**config.mk**
```make
export PLATFORM = sky130hd
export DESIGN_NAME = reg_cmd_driver
export DESIGN_NICKNAME = d
export VERILOG_FILES = /design/src/rtl/reg_cmd_pkg.sv /design/src/rtl/reg_shadow_model.sv /design/src/rtl/reg_cmd_driver.sv
export SDC_FILE = /design/constraint.sdc
export NUM_CORES = 1
export LEC_CHECK = 0
export BUFFER_PORTS_ARGS = -buffer_cell sky130_fd_sc_hd__buf_2
export CORE_ASPECT_RATIO = 0.8
export CORE_MARGIN = 3
export CORE_UTILIZATION = 51
export DETAILED_ROUTE_END_ITERATION = 7
export PLACE_DENSITY = 0.84
export RECOVER_POWER = 100
export SLEW_MARGIN = 0
export SYNTH_ARGS = -nofsm -noshare
export SYNTH_HDL_FRONTEND = slang
export SYNTH_SLANG_ARGS = --single-unit
```
**constraint.sdc**
```tcl
create_clock -name clock -period 2.6 [get_ports clock]
set_clock_uncertainty 0.1 [all_clocks]
set_input_delay 0.52 -clock clock [delete_from_list [all_inputs] [get_ports clock]]
set_output_delay 0.52 -clock clock [all_outputs]
set_load 0.01 [all_outputs]
```
**src/rtl/reg_cmd_pkg.sv**
```systemverilog
// Shared FunSel encodings, command op and FSM state types for reg_cmd_driver.
package reg_cmd_pkg;

    localparam logic [1:0] FS_DEC   = 2'b00;
    localparam logic [1:0] FS_INC   = 2'b01;
    localparam logic [1:0] FS_LOAD  = 2'b10;
    localparam logic [1:0] FS_CLEAR = 2'b11;

    // Op encoding is identical to FunSel so the latched op drives the register directly.
    typedef enum logic [1:0] {
        OpDec   = FS_DEC,
        OpInc   = FS_INC,
        OpLoad  = FS_LOAD,
        OpClear = FS_CLEAR
    } cmd_op_e;

    typedef enum logic [1:0] {
        StIdle,
        StIssue,
        StSettle
    } state_e;

    function automatic logic op_is_repeat(input logic [1:0] op);
        return (op == FS_DEC) || (op == FS_INC);
    endfunction

endpackage

```
**src/rtl/reg_shadow_model.sv**
```systemverilog
// Shadow copy of the driven register; flags a sticky mismatch when the observed
// Q disagrees with the tracked value at command completion.
module reg_shadow_model
    import reg_cmd_pkg::*;
#(
    parameter int unsigned WIDTH = 16,
    parameter int unsigned CNT_W = 8
) (
    input  logic             clock,
    input  logic             reset_n,
    input  logic             i_hs,
    input  cmd_op_e          i_op,
    input  logic [WIDTH-1:0] i_data,
    input  logic [CNT_W-1:0] i_count,
    input  logic             i_check,
    input  logic [WIDTH-1:0] i_reg_q,
    output logic             o_mismatch
);

    logic [WIDTH-1:0] r_shadow;
    logic             r_shadow_valid;
    logic             r_mismatch;
    logic [WIDTH-1:0] w_count_ext;

    assign w_count_ext = WIDTH'(i_count);
    assign o_mismatch  = r_mismatch;

    always_ff @(posedge clock or negedge reset_n) begin
        if (!reset_n) begin
            r_shadow       <= '0;
            r_shadow_valid <= 1'b0;
            r_mismatch     <= 1'b0;
        end else begin
            if (i_hs) begin
                unique case (i_op)
                    OpLoad: begin
                        r_shadow       <= i_data;
                        r_shadow_valid <= 1'b1;
                    end
                    OpClear: begin
                        r_shadow       <= '0;
                        r_shadow_valid <= 1'b1;
                    end
                    OpInc:   r_shadow <= r_shadow + w_count_ext;
                    OpDec:   r_shadow <= r_shadow - w_count_ext;
                    default: r_shadow <= r_shadow;
                endcase
            end
            // Sticky until reset; only meaningful once a LOAD/CLEAR anchored the shadow.
            if (i_check && r_shadow_valid && (i_reg_q != r_shadow)) begin
                r_mismatch <= 1'b1;
            end
        end
    end

endmodule

```
**src/rtl/reg_cmd_driver.sv**
```systemverilog
// Expands load/clear/inc-N/dec-N commands into per-cycle E/FunSel pulses for a register.
// Defining REG_CMD_SHADOW_EN adds a shadow model that drives the sticky mismatch flag.
module reg_cmd_driver
    import reg_cmd_pkg::*;
#(
    parameter int unsigned WIDTH = 16,
    parameter int unsigned CNT_W = 8
) (
    input  logic             clock,
    input  logic             reset_n,
    input  logic             cmd_valid,
    output logic             cmd_ready,
    input  logic [1:0]       cmd_op,
    input  logic [WIDTH-1:0] cmd_data,
    input  logic [CNT_W-1:0] cmd_count,
    output logic             reg_E,
    output logic [1:0]       reg_FunSel,
    output logic [WIDTH-1:0] reg_In,
    input  logic [WIDTH-1:0] reg_Q,
    output logic             done,
    output logic [WIDTH-1:0] result,
    output logic             mismatch
);

    state_e           r_state, w_state_next;
    logic [CNT_W-1:0] r_cnt, w_cnt_next;
    logic             r_ready, w_ready_next;
    logic             r_e, w_e_next;
    cmd_op_e          r_funsel, w_funsel_next;
    logic [WIDTH-1:0] r_in, w_in_next;
    logic             r_done, w_done_next;
    logic [WIDTH-1:0] r_result, w_result_next;
    logic             w_hs;

    assign w_hs = cmd_valid && r_ready;

    always_comb begin
        w_state_next  = r_state;
        w_cnt_next    = r_cnt;
        w_ready_next  = r_ready;
        w_e_next      = r_e;
        w_funsel_next = r_funsel;
        w_in_next     = r_in;
        w_done_next   = 1'b0;
        w_result_next = r_result;
        case (r_state)
            StIdle: begin
                if (w_hs) begin
                    w_funsel_next = cmd_op_e'(cmd_op);
                    w_in_next     = cmd_data;
                    w_ready_next  = 1'b0;
                    if (!op_is_repeat(cmd_op)) begin
                        w_cnt_next   = CNT_W'(1);
                        w_e_next     = 1'b1;
                        w_state_next = StIssue;
                    end else if (cmd_count == '0) begin
                        w_cnt_next   = '0;
                        w_state_next = StSettle;
                    end else begin
                        w_cnt_next   = cmd_count;
                        w_e_next     = 1'b1;
                        w_state_next = StIssue;
                    end
                end
            end
            StIssue: begin
                w_cnt_next = r_cnt - CNT_W'(1);
                if (r_cnt == CNT_W'(1)) begin
                    w_e_next     = 1'b0;
                    w_state_next = StSettle;
                end
            end
            StSettle: begin
                // Register has absorbed the last pulse by now; capture and reopen.
                w_result_next = reg_Q;
                w_done_next   = 1'b1;
                w_ready_next  = 1'b1;
                w_state_next  = StIdle;
            end
            default: begin
                w_e_next     = 1'b0;
                w_ready_next = 1'b1;
                w_state_next = StIdle;
            end
        endcase
    end

    always_ff @(posedge clock or negedge reset_n) begin
        if (!reset_n) begin
            r_state  <= StIdle;
            r_cnt    <= '0;
            r_ready  <= 1'b1;
            r_e      <= 1'b0;
            r_funsel <= OpDec;
            r_in     <= '0;
            r_done   <= 1'b0;
            r_result <= '0;
        end else begin
            r_state  <= w_state_next;
            r_cnt    <= w_cnt_next;
            r_ready  <= w_ready_next;
            r_e      <= w_e_next;
            r_funsel <= w_funsel_next;
            r_in     <= w_in_next;
            r_done   <= w_done_next;
            r_result <= w_result_next;
        end
    end

    assign cmd_ready  = r_ready;
    assign reg_E      = r_e;
    assign reg_FunSel = r_funsel;
    assign reg_In     = r_in;
    assign done       = r_done;
    assign result     = r_result;

`ifdef REG_CMD_SHADOW_EN
    reg_shadow_model #(
        .WIDTH (WIDTH),
        .CNT_W (CNT_W)
    ) u_shadow (
        .clock      (clock),
        .reset_n    (reset_n),
        .i_hs       (w_hs),
        .i_op       (cmd_op_e'(cmd_op)),
        .i_data     (cmd_data),
        .i_count    (cmd_count),
        .i_check    (r_state == StSettle),
        .i_reg_q    (reg_Q),
        .o_mismatch (mismatch)
    );
`else
    assign mismatch = 1'b0;
`endif

endmodule

```
======== After elaboration in Yosys (flattened, before gate mapping) ========
Index checks and enable logic that the tools add are counted.
word-level totals
  ROM bits ................................ 0
  logic and storage cells ................. 46
  output and inout port bits .............. 38
  memory bits (writable) .................. 0
  bits of input ports ..................... 45
  memories kept ........................... 0
  register bits ........................... 47
  bits in latches ......................... 0
cells by class
  equality and inequality tests ........... 7
  multiplexer cells ....................... 17
  reduce and logical (&&, ||, !) cells .... 11
  $add $sub $neg .......................... 1
  bitwise logic cells ..................... 2
  $mul .................................... 0
  divide/modulo/power cells ............... 0
  shift-type cells ........................ 0
  magnitude comparators ................... 0
operators by type and width
  cell                   number
  $mux W8                3
  $pmux W8 S2            1
  $eq A8 B1 Y1 const B   1
  $logic_not A8 Y1       1
  $mux W2                4
  $reduce_and A2 Y1      4
  $sub A8 B1 Y8 const B  1
  $mux W1                6
  $eq A2 B1 Y1 const B   2
  $logic_not A2 Y1       2
  $ne A2 B2 Y1 const B   2
  $pmux W2 S2            1
  $reduce_and A4 Y1      1
  $ne A3 B3 Y1 const B   1
  $pmux W1 S3            1
  $eq A2 B2 Y1 const B   1
  $not A1 Y1             2
  $pmux W1 S2            1
  $reduce_bool A2 Y1     1
  $logic_and A1 B1 Y1    1
  $logic_or A1 B1 Y1     1

======== Longest topological paths before layout ========
  depth after elaboration ................. 5
  mapped depth ............................ 5
  depth with buffers taken out ............ 5

======== Worst setup path before layout ========
No wires, ideal clock.
  path kind ............................... input to register
  start ................................... in cmd_count[1]
  end ..................................... reg r_e, in the netlist reg_E
  data required time ...................... 2.374 ns
  stages on the path ...................... 3
  arrival time ............................ 1.241 ns
  slack ................................... 1.133 ns
  setup time .............................. 0.126 ns
  path through ............................ nor4_1 a31oi_1 a311o_1
between the ends
  longest elaborated chain between the ends .. 3
RTL lines
  what                                RTL line               RTL
  from (decl)                         reg_cmd_driver.sv:15   input logic [CNT_W-1:0] cmd_count,
  $logic_not A8 Y1                    reg_cmd_driver.sv:56   end else if (cmd_count == '0) begin
  $ne A3 B3 Y1 (no source line)       -
  $reduce_and A4 Y1 (no source line)  -
  to (signal assigned)                reg_cmd_driver.sv:102  r_e <= w_e_next;
  to (decl)                           reg_cmd_driver.sv:28   logic r_e, w_e_next;
Every way passes these cells.
A chain may end at the register's enable or synchronous reset.

======== Worst setup path in the final report ========
  start ................................... reg r_state[0]
  end ..................................... reg r_cnt[5]
between the ends
  longest elaborated chain between the ends .. 3
  elaborated cells on any way between the ends .. 6
  classes of those cells .................. eq/ne: 2; mux: 1; reduce/logical: 3
RTL lines
  what                                                                        RTL line               RTL
  from (decl)                                                                 reg_cmd_driver.sv:25   state_e r_state, w_state_next;
  from (signal assigned)                                                      reg_cmd_driver.sv:90   r_state <= StIdle;
  from (signal assigned)                                                      reg_cmd_driver.sv:99   r_state <= w_state_next;
  $eq A2 B1 Y1 / $logic_not A2 Y1 (equally long branches)                     reg_cmd_driver.sv:46   case (r_state)
  $reduce_bool A2 Y1 (no source line) / $ne A2 B2 Y1 (equally long branches)  -
  $reduce_and A2 Y1 (no source line)                                          -
  to (signal assigned)                                                        reg_cmd_driver.sv:100  r_cnt <= w_cnt_next;
  to (decl)                                                                   reg_cmd_driver.sv:26   logic [CNT_W-1:0] r_cnt, w_cnt_next;
Several ways; a longest one is shown, not always the timed one.

==> out/metrics.csv <==
stage;metric;value;unit
status;outcome;finished clean;
power;ir_worst_vdd;0.0005921;V
detailed_routing;wirelength;4577;um
floorplanning;core;3613;sq um
clocking;cts_tree;built;
timing;hold_violations;0;
placement;hpwlAfterDp;3373;um
clocking;clock-sinks;47;
timing;tightest_slew;1.112;ns
yosys;ys_top_cells_by_area;dfrtp_1 (57%), nand2_1 (9.9%), mux2_2 (8.9%), nand3_1 (1.7%), o211ai_1 (1.5%);
clocking;ctsLongestPathBuffers;2;
clocking;cts-buffers-inserted;5;
global_routing;grt_pass1_vias;1633;
power;total_power;2.562;mW
floorplanning;fp.dieArea;4747;sq um
floorplanning;std_cell_rows;19;
worst_setup_path;worstSetupEndpointType;flop;
global_routing;grt_pass1_wl;7714;um
placement;portBuffers;81;
yosys;synthFlopType;dfrtp_1;
detailed_routing;viasPerCell;5.206;
detailed_routing;drtPass1Iterations;5;
yosys;synth_top_area_frac;0.5711;
yosys;synth_area;2016;sq um
clocking;cts-resized-gates;0;
floorplanning;start_util;0.5578;
power;p_leak;1.173;nW
worst_setup_path;critPathKind;flop to flop;
worst_setup_path;worstPathRequired;2.69;ns
yosys;seq_area_frac_synth;0.5841;
finish;drive_above_1_share;0.2776;
detailed_routing;num_vias;1640;
timing;slew_headroom;0.2589;
finish;nets;310;
worst_setup_path;r2r_cells;3;
detailed_routing;drt_iter0_markers;75;
yosys;syn_nets;227;
timing;grt_setup_unrepaired;false;
finish;multi_input_area;762.0;sq um
yosys;synth_top_cell_by_area;dfrtp_1;
finish;final_cells;315;
placement;dp.cells;308;
clocking;cts_root_buf;clkbuf_8;
timing;min_period;2.006;ns
floorplanning;die_y;62.23;um
finish;num-fill-cells;303;
clocking;ctsHoldBuffers;0;
timing;max_clock_freq;498.4;MHz
yosys;yosysWarningCount;0;
worst_setup_path;reg2reg_from;r_state[0];
hold_path;hp-class;input port to async pin;
yosys;avgSynthCellArea;11.20;sq um
worst_setup_path;cp_max_fo;26;
yosys;synth_edf_count;0;
detailed_routing;wire_per_inst;14.53;um
timing;finalSetupViolations;0;
global_routing;grt_antenna_before_repair;0;
floorplanning;ioPinCount;83;
timing;fin_tns_setup;0;ns
global_routing;overflow;0;
detailed_routing;final_antenna_net_count;0;
global_routing;track_usage;0.1997;
global_routing;grt_max_degree;30;
placement;place_congestion;0.7968;
job;cap_viol_max_count;0;
finish;area.growth.synth_to_final;24.02;%
timing;drv_slew;0;
finish;seq_area;1177;sq um
worst_setup_path;regToRegSetupSlack;0.59;ns
worst_setup_path;start_kind;flop;
yosys;synthCells;180;
finish;antenna_cells;0;
clocking;clock_latency;0.29;ns
floorplanning;dieWidth;76.29;um
yosys;ys_ff_latch;47;
clocking;post_cts_buffers;0;
worst_setup_path;rr_endpoint;r_cnt[5];
timing;post-route-period-util;0.7716;
yosys;synthArstFlopShare;1.000;
power;power_density;1025;nW/um^2
detailed_routing;drc_errors;0;
clocking;cts.reportedPaths.clkPinSlew;0.08;ns
yosys;synthDistinctLibCells;36;
clocking;cts_max_level;2;
worst_setup_path;cp.arrival;2.10;ns
[through the flow]
stage          instance area [sq um]  utilization  setup slack, ns  hold slack [ns]
2_1_floorplan                   2016            -            1.133           0.1244
3_3_place_gp                    2451       0.6783           0.8608           0.3531
3_5_place_dp                    2451       0.6783           0.8271           0.3605
4_1_cts                         2554       0.7067           0.8518          0.08539
5_1_grt                         2500       0.6918           0.4171           0.3219
6_report                        2500       0.6918           0.5938           0.3156
[layout by cell type (no fill, tap or decap), types with 2 or more instances in the layout]
| cell type | n |
|---|---|
| a21oi_1 | 3 |
| mux2_2 | 16 |
| buf_2 | 44 |
| o211ai_1 | 4 |
| o311ai_0 | 3 |
| nor2_1 | 5 |
| inv_1 | 5 |
| dfrtp_1 | 46 |
| clkbuf_1 | 40 |
| o21ai_0 | 3 |
| nand2_1 | 53 |
| ha_1 | 2 |
| a311oi_1 | 2 |
| clkbuf_8 | 5 |
| nand3_1 | 7 |
| a211oi_1 | 3 |
[cells by family after synthesis]
group	Yosys count	synth area share
other	1	0.001860
buffers and inverters	13	0.03786
DFF	47	0.5841
AOI/OAI and AO/OA	22	0.07884
muxes	16	0.08938
adders and majority gates	2	0.01241
and+or+nand+nor	79	0.1955
[power breakdown]
group,switching [mW],total [mW],internal (mW)
logic,0.477,0.836,0.358
registers,0.215,1.23,1.01
clock network,0.217,0.498,0.282
[sequential cells by signal (all words and copies together) (netlist names)]
signal and cells:
reg_In 16, reg_E 1, r_state 2, done 1, result 16, r_cnt 8, cmd_ready 1, reg_FunSel 2
[cell type report]
| class | instances | area share |
|---|---|---|
| Clock buffer | 6 | 0.02903 |
| Multi-Input combinational cell | 120 | 0.3048 |
| Clock inverter | 1 | 0.01201 |
| Inverter | 5 | 0.007508 |
| Sequential cell | 47 | 0.4710 |
| Tap cell | 52 | 0.02603 |
| Timing Repair Buffer | 84 | 0.1496 |
[synth_stat cells (3+ instances only)]
master / number
buf_2: 4
mux2_2: 16
nand3_1: 7
o311ai_0: 3
nand2_1: 53
a211oi_1: 3
dfrtp_1: 46
a21oi_1: 3
o211ai_1: 4
o21ai_0: 3
inv_1: 5
nor2_1: 5
[per-layer routing]
layer / global-route usage / share of wire / up-vias
li1: - / - / 782
met1: 0.2758 / 0.47 / 788
met2: 0.3279 / 0.46 / 70
met3: 0.05202 / 0.072 / 0
met4: 0.02715 / 0 / 0
met5: 0 / 0 / -
[critical path, stage by stage, from the launching register on]
cell and delay [ns]:
dfrtp_1 0.48, and4bb_1 0.96, a211oi_1 0.09, a311oi_1 0.27
[worst max path at each step]
stage	from	to	slack, ns	cells past startpoint
after floorplan	cmd_count[1]	reg_E	1.13	3
after global placement	cmd_count[1]	reg_E	0.86	4
after detailed placement	cmd_valid	r_cnt[5]	0.83	4
after CTS	r_state[0]	r_cnt[5]	0.85	3
after global routing	r_state[0]	r_cnt[3]	0.42	3
final	r_state[0]	r_cnt[5]	0.59	3
Note: power is estimated with default switching activity, not from simulation.
